===== config.mk =====
export PLATFORM = sky130hd
export DESIGN_NAME = hazard_ctrl
export DESIGN_NICKNAME = d
export VERILOG_FILES = /design/src/rtl/hazard_ctrl_pkg.sv /design/src/rtl/hazard_ctrl_md_busy_timer.sv /design/src/rtl/hazard_ctrl.sv
export SDC_FILE = /design/constraint.sdc
export NUM_CORES = 1
export LEC_CHECK = 0
export CAP_MARGIN = 20
export CORE_MARGIN = 2
export CORE_UTILIZATION = 30
export DETAILED_ROUTE_END_ITERATION = 10
export PLACE_DENSITY = 0.69
export SYNTH_ARGS = -nofsm -noshare
export SYNTH_HDL_FRONTEND = slang
export SYNTH_SLANG_ARGS = --single-unit

===== constraint.sdc =====
create_clock -name Clk -period 2.09 [get_ports Clk]
set_clock_uncertainty 0.15 [all_clocks]
set_input_delay 0.3135 -clock Clk [delete_from_list [all_inputs] [get_ports Clk]]
set_output_delay 0.3135 -clock Clk [all_outputs]
set_load 0.01 [all_outputs]

===== src/rtl/hazard_ctrl_pkg.sv =====
// Shared definitions for the pipeline hazard controller.
// Contents:
//   FWD_RF / FWD_WB / FWD_MEM  forwarding-select encodings for the EX operand muxes
//   REG_ZERO                   architectural zero register; never a hazard source
//   md_state_e                 mult/div busy-timer state encoding
//   reg_hit()                  register-number match that ignores $0
package hazard_pkg;

    localparam logic [1:0] FWD_RF  = 2'b00;
    localparam logic [1:0] FWD_WB  = 2'b01;
    localparam logic [1:0] FWD_MEM = 2'b10;

    localparam logic [4:0] REG_ZERO = 5'd0;

    typedef enum logic {
        IDLE = 1'b0,
        BUSY = 1'b1
    } md_state_e;

    // A writer to $0 produces nothing observable, so it can never
    // satisfy a forward or stall compare.
    function automatic logic reg_hit(input logic [4:0] dst, input logic [4:0] src);
        return (dst != REG_ZERO) && (dst == src);
    endfunction

endpackage


===== src/rtl/hazard_ctrl_md_busy_timer.sv =====
// Multi-cycle mult/div busy timer.
// Loads a down-counter on an accepted issue and reports busy until HI/LO
// would be valid. An issue at cycle t gives busy in cycles t+1..t+N.
// Ports:
//   Clk     in   pipeline clock, rising edge
//   Reset   in   synchronous, active-high reset
//   start   in   accepted mult/div issue this cycle
//   is_div  in   with start: 1 = div latency, 0 = mult latency
//   busy    out  timer active
module md_busy_timer
    import hazard_pkg::*;
#(
    parameter int MULT_CYCLES = 5,
    parameter int DIV_CYCLES  = 10,
    parameter int CNT_W       = 4
) (
    input  logic Clk,
    input  logic Reset,
    input  logic start,
    input  logic is_div,
    output logic busy
);

    localparam logic [CNT_W-1:0] MULT_LOAD = CNT_W'(MULT_CYCLES);
    localparam logic [CNT_W-1:0] DIV_LOAD  = CNT_W'(DIV_CYCLES);

    md_state_e        state_q, state_d;
    logic [CNT_W-1:0] cnt_q,   cnt_d;

    // NOTE: sequential state uses non-blocking assignments so every register
    // samples the pre-edge value of every other register.
    always_ff @(posedge Clk) begin
        if (Reset) begin
            state_q <= IDLE;
            cnt_q   <= '0;
        end else begin
            state_q <= state_d;
            cnt_q   <= cnt_d;
        end
    end

    // NOTE: every output of this block is given a default before the case
    // statement so no path leaves a value unassigned (no latch).
    always_comb begin
        state_d = state_q;
        cnt_d   = cnt_q;
        unique case (state_q)
            IDLE: begin
                // The counter only ever loads here, so garbage on is_div
                // cannot reach state without an accepted issue.
                if (start) begin
                    cnt_d   = is_div ? DIV_LOAD : MULT_LOAD;
                    state_d = BUSY;
                end
            end
            BUSY: begin
                // The "<=" also drains a counter that somehow reads 0.
                if (cnt_q <= CNT_W'(1)) begin
                    cnt_d   = '0;
                    state_d = IDLE;
                end else begin
                    cnt_d = cnt_q - CNT_W'(1);
                end
            end
            default: begin
                cnt_d   = '0;
                state_d = IDLE;
            end
        endcase
    end

    assign busy = (state_q == BUSY);

endmodule


===== src/rtl/hazard_ctrl.sv =====
// Hazard and sequencing controller for the 5-stage pipeline.
// Generates the stall and flush controls plus the operand forwarding
// selects. It also holds mult/div/mfhi/mflo in ID while the mult/div unit
// is still producing HI/LO.
// Ports:
//   Clk, Reset                          clock, synchronous active-high reset
//   RsD, RtD, BranchD                   ID-stage sources and branch flag
//   MdStartD, MdDivD, MdUseD            ID-stage mult/div issue and HI/LO use
//   RsE, RtE, WriteRegE, RegWriteE,
//   MemtoRegE                           EX-stage sources and destination
//   WriteRegM, RegWriteM, MemtoRegM     MEM-stage destination
//   WriteRegW, RegWriteW                WB-stage destination
//   StallF, StallD, FlushE              hold PC, hold IF/ID, bubble ID/EX
//   ForwardAD, ForwardBD                branch comparator operand from MEM
//   ForwardAE, ForwardBE                EX operand select (RF / WB / MEM)
//   MdBusy                              mult/div timer active
module hazard_ctrl
    import hazard_pkg::*;
#(
    parameter int MULT_CYCLES = 5,
    parameter int DIV_CYCLES  = 10,
    parameter int CNT_W       = 4
) (
    input  logic       Clk,
    input  logic       Reset,
    input  logic [4:0] RsD,
    input  logic [4:0] RtD,
    input  logic       BranchD,
    input  logic       MdStartD,
    input  logic       MdDivD,
    input  logic       MdUseD,
    input  logic [4:0] RsE,
    input  logic [4:0] RtE,
    input  logic [4:0] WriteRegE,
    input  logic       RegWriteE,
    input  logic       MemtoRegE,
    input  logic [4:0] WriteRegM,
    input  logic       RegWriteM,
    input  logic       MemtoRegM,
    input  logic [4:0] WriteRegW,
    input  logic       RegWriteW,
    output logic       StallF,
    output logic       StallD,
    output logic       FlushE,
    output logic       ForwardAD,
    output logic       ForwardBD,
    output logic [1:0] ForwardAE,
    output logic [1:0] ForwardBE,
    output logic       MdBusy
);

    logic lw_stall;
    logic br_stall;
    logic md_stall;
    logic stall;
    logic md_busy;

    // A load in EX has no data until the end of MEM, so any consumer in ID
    // must wait one cycle.
    assign lw_stall = MemtoRegE && (reg_hit(WriteRegE, RsD) || reg_hit(WriteRegE, RtD));

    // The branch compares in ID, so a result still in EX, or load data still
    // in MEM, cannot be forwarded to it in time.
    assign br_stall = BranchD &&
                      ((RegWriteE && (reg_hit(WriteRegE, RsD) || reg_hit(WriteRegE, RtD))) ||
                       (MemtoRegM && (reg_hit(WriteRegM, RsD) || reg_hit(WriteRegM, RtD))));

    assign md_stall = (MdStartD || MdUseD) && md_busy;
    assign stall    = lw_stall || br_stall || md_stall;

    // An issue that is held for any reason does not start the timer.
    md_busy_timer #(
        .MULT_CYCLES (MULT_CYCLES),
        .DIV_CYCLES  (DIV_CYCLES),
        .CNT_W       (CNT_W)
    ) u_md_busy_timer (
        .Clk    (Clk),
        .Reset  (Reset),
        .start  (MdStartD && !stall),
        .is_div (MdDivD),
        .busy   (md_busy)
    );

    assign MdBusy = md_busy;

    always_comb begin
        StallF    = 1'b0;
        StallD    = 1'b0;
        FlushE    = 1'b0;
        ForwardAD = 1'b0;
        ForwardBD = 1'b0;
        ForwardAE = FWD_RF;
        ForwardBE = FWD_RF;
        if (Reset) begin
            // Keep a bubble in EX and forwarding off while the pipe resets.
            FlushE = 1'b1;
        end else begin
            StallF = stall;
            StallD = stall;
            FlushE = stall;

            ForwardAD = RegWriteM && reg_hit(WriteRegM, RsD);
            ForwardBD = RegWriteM && reg_hit(WriteRegM, RtD);

            // MEM is checked first: it holds the younger value.
            if (RegWriteM && reg_hit(WriteRegM, RsE)) begin
                ForwardAE = FWD_MEM;
            end else if (RegWriteW && reg_hit(WriteRegW, RsE)) begin
                ForwardAE = FWD_WB;
            end

            if (RegWriteM && reg_hit(WriteRegM, RtE)) begin
                ForwardBE = FWD_MEM;
            end else if (RegWriteW && reg_hit(WriteRegW, RtE)) begin
                ForwardBE = FWD_WB;
            end
        end
    end

endmodule


==> results.md <==
* Top Usage Layer GRT: met2
* Largest cells by area after synthesis: xor2_1 19%, xnor2_1 18%, dfxtp_1 10%
* Peak Freq at 491 MHz
* Post-layout minimum cycle time at between 2000 and 2500 ps
* Predominant post-synthesis flop cell: dfxtp_1
* Post-Route Setup TNS at 0 ps
* Area leader, netlist: xor2_1
* Rel. slew slack at 0.758
* CTS Sinks at 5
* Unrepaired setup endpoints after global routing: true
* Synth top area share at 0.191
* Ports at 56
* Post-synth EDFFs at 0
* Sequential share of the synthesized area at 0.104
* Syn. warnings at 0
* R2r setup slk at about 350 ps
* Vias per cell at 4.74
* DR iter-0 viols at 32
* Data arrival, critical path at 1570 ps
* Vias in the first global route at ~1200
* Share of layout cells above drive strength 1 at 0.400
* Met1 Use GR at 0.204
* Worst reg2reg path endpoint: u_md_busy_timer.cnt_q[1]
* First-pass GRT wire length at a little over 5 mm
* Ys async rst share at 0
* Count of cell types in the netlist at 34
* Die height at 60.6 um
* Buf/Inv on CP at 2
* Worst R2R Path Depth at 9
* Final max-slew violation count at 0
* Post-CTS Setup Bufs at 0
* HP Start: Reset
* CP Max Fanout at 2
* Met3 Use GR at 0.0277
* Status: completed
* Tightest Hold Check Type: in -> reg
* Synthesized area per cell at between 7 and 8 um^2
* Worst vdd ir at roughly 0.14 mV
* Tightest Pin Transition at around 360 ps
* Final Wtd Congestion at 0.877
* Hold endpoint: u_md_busy_timer.busy
* Die footprint at 0.00368 mm^2
* Pwr/cell area at 337 mW/mm^2
* Top Family by Delay on Critical Path: simple AND/OR/NAND/NOR gates
* Flops & latches, synth at 5
* Largest net degree at the start of global routing at 14
* Critical path cell sequence: clkdlybuf4s15_1 > or4_4 > o21ai_4 > nor4_4 > and4_1 > buf_2
* Final Net Count at 259
* Placed Instance Area at 0.00176 mm^2
* Clock transition at the registers of the reported paths at ~50 ps
* Area growth, synth to finish at 91.0%
* Port bufs at 55
* Starting Density at 0.315
* TritonRoute pass-1 iters at 4
* DR vias at 1205
* Total grt overflow at 0
* Final setup fails at 0
* Routed WL at 3.40 mm
* Syn Nets at 176
* Tcrit/Tclk final at 0.974
* Core Box Area at 0.00305 mm^2
* Final hold violations at 0
* Top-count cell post-synth: xor2_1
* Initial antenna violation count at 0
* Antenna viol nets, final at 0
* Post-route design area at 0.00184 mm^2
* Hold path cells at 3
* Crit path launch type: primary input
* Die Width at approximately 60 um
* Total CTS buffers at 3
* Max Buffers Root-to-Sink at 2
* H-tree depth at 1
* Row count at 20
* Pre-CTS setup slack at -781 ps
* Top post-synthesis cells by count: 21 x xor2_1, 20 x xnor2_1, 12 x nor2_1
* PnR worst setup slack at 54.1 ps
* Overall global routing resource usage at 0.180
* Reg2reg start: u_md_busy_timer.cnt_q[0]
* Clk_lat worst skew at ~250 ps
* Critical Path RT at 1630 ps
* Met2 GRT Util at 0.346
* Leak at 0.833 nW
* Worst Setup End Kind: output pin
* ANT cells at 0
* Clk root buf: clkbuf_4
* Max Cap Viol at 0
* Remaining DRCs at 0
* Post-Synthesis Cells at 128
* Crit-path max cell delay at 530 ps
* Detailed Place HPWL at 2.70 mm
* CP max stage cell: or4_4
* TritonCTS clock tree: done
* WS Path Type: in -> out
* Netlist Area Pre-Place at slightly below 0.001 mm^2
* Drt wl/cell at around 13 um
[where the power goes]
| part | internal (mW) | switching, mW | total, mW |
|---|---|---|---|
| sequential | 0.108 | 0.0141 | 0.122 |
| combinational | 0.204 | 0.173 | 0.377 |
| clock | 0.0727 | 0.0480 | 0.121 |
| total | 0.385 | 0.235 | 0.620 |
[flip-flops by register name, indices dropped and copies added (netlist names)]
signal,cells
u_md_busy_timer.cnt_q,4
u_md_busy_timer.busy,1
[through the flow]
step,power (mW),cells,utilization,hold slack [ps]
6_report,0.620,254,0.602,379
5_1_grt,0.665,254,0.602,418
4_1_cts,0.596,255,0.580,403
3_5_place_dp,0.486,251,0.577,392
3_3_place_gp,0.476,251,0.577,381
2_1_floorplan,0.293,128,-,333
[logic make-up (layout without fill, tap and decap cells)]
group / Yosys count / count (layout) / share of synthesized area
xor+xnor: 42 / 42 / 0.390
buf+inv: 11 / 93 / 0.0637
compound gates: 17 / 17 / 0.130
fa+ha+maj: 2 / 2 / 0.0260
flops: 5 / 5 / 0.104
simple gates: 51 / 51 / 0.286
[worst register-to-register path: cells and delay by family, from the launching register on]
family / cells / cell delay (ps)
compound gates: 2 / 230
fa+ha+maj: 1 / 250
buf+inv: 2 / 240
flops: 1 / 420
simple gates: 4 / 400
[metal layers]
metal  share of wire  wire length [um]
met5               0                 0
met4          0.0041                14
met3           0.056               192
met2            0.55              1880
met1            0.39              1310
[worst max path at each step]
| stage | start | to | slack (ps) | cells after the start |
|---|---|---|---|---|
| after floorplan | WriteRegM[1] | StallF | 30 | 8 |
| after global placement | RsD[0] | StallD | -740 | 9 |
| after detailed placement | WriteRegE[4] | StallF | -780 | 9 |
| after CTS | WriteRegW[0] | ForwardAE[0] | 6 | 5 |
| after global routing | WriteRegE[4] | StallD | -9 | 9 |
| final | WriteRegW[2] | ForwardAE[0] | 50 | 6 |
[layout make-up]
cell class	instances	area, um^2
clock buffers	4	26.3
well taps	44	55.1
fillers	297	1210
multi-input cells	112	966
flip-flops and latches	5	100
inverters	3	11.3
repair buffers	86	679
[timing repair]
item	in CTS	in global routing
pin swaps	22	27
setup endpoints to repair	13	6
resized for setup	94	43
hold buffers	0	0
[placed cells by master, fill, tap and decap left out, types with 3 or more instances in the layout]
cell / n
clkbuf_2: 11
nor3_2: 4
o311a_1: 3
xor2_1: 17
dlymetal6s2s_1: 5
xnor2_1: 17
clkbuf_4: 3
inv_1: 3
dlygate4sd2_1: 8
nor2_1: 12
nand3_1: 8
xor2_2: 4
clkdlybuf4s15_1: 5
xnor2_2: 3
buf_2: 12
nor3_1: 7
buf_4: 29
dfxtp_1: 5
clkdlybuf4s50_1: 13
(Power assumes the default switching activity.)
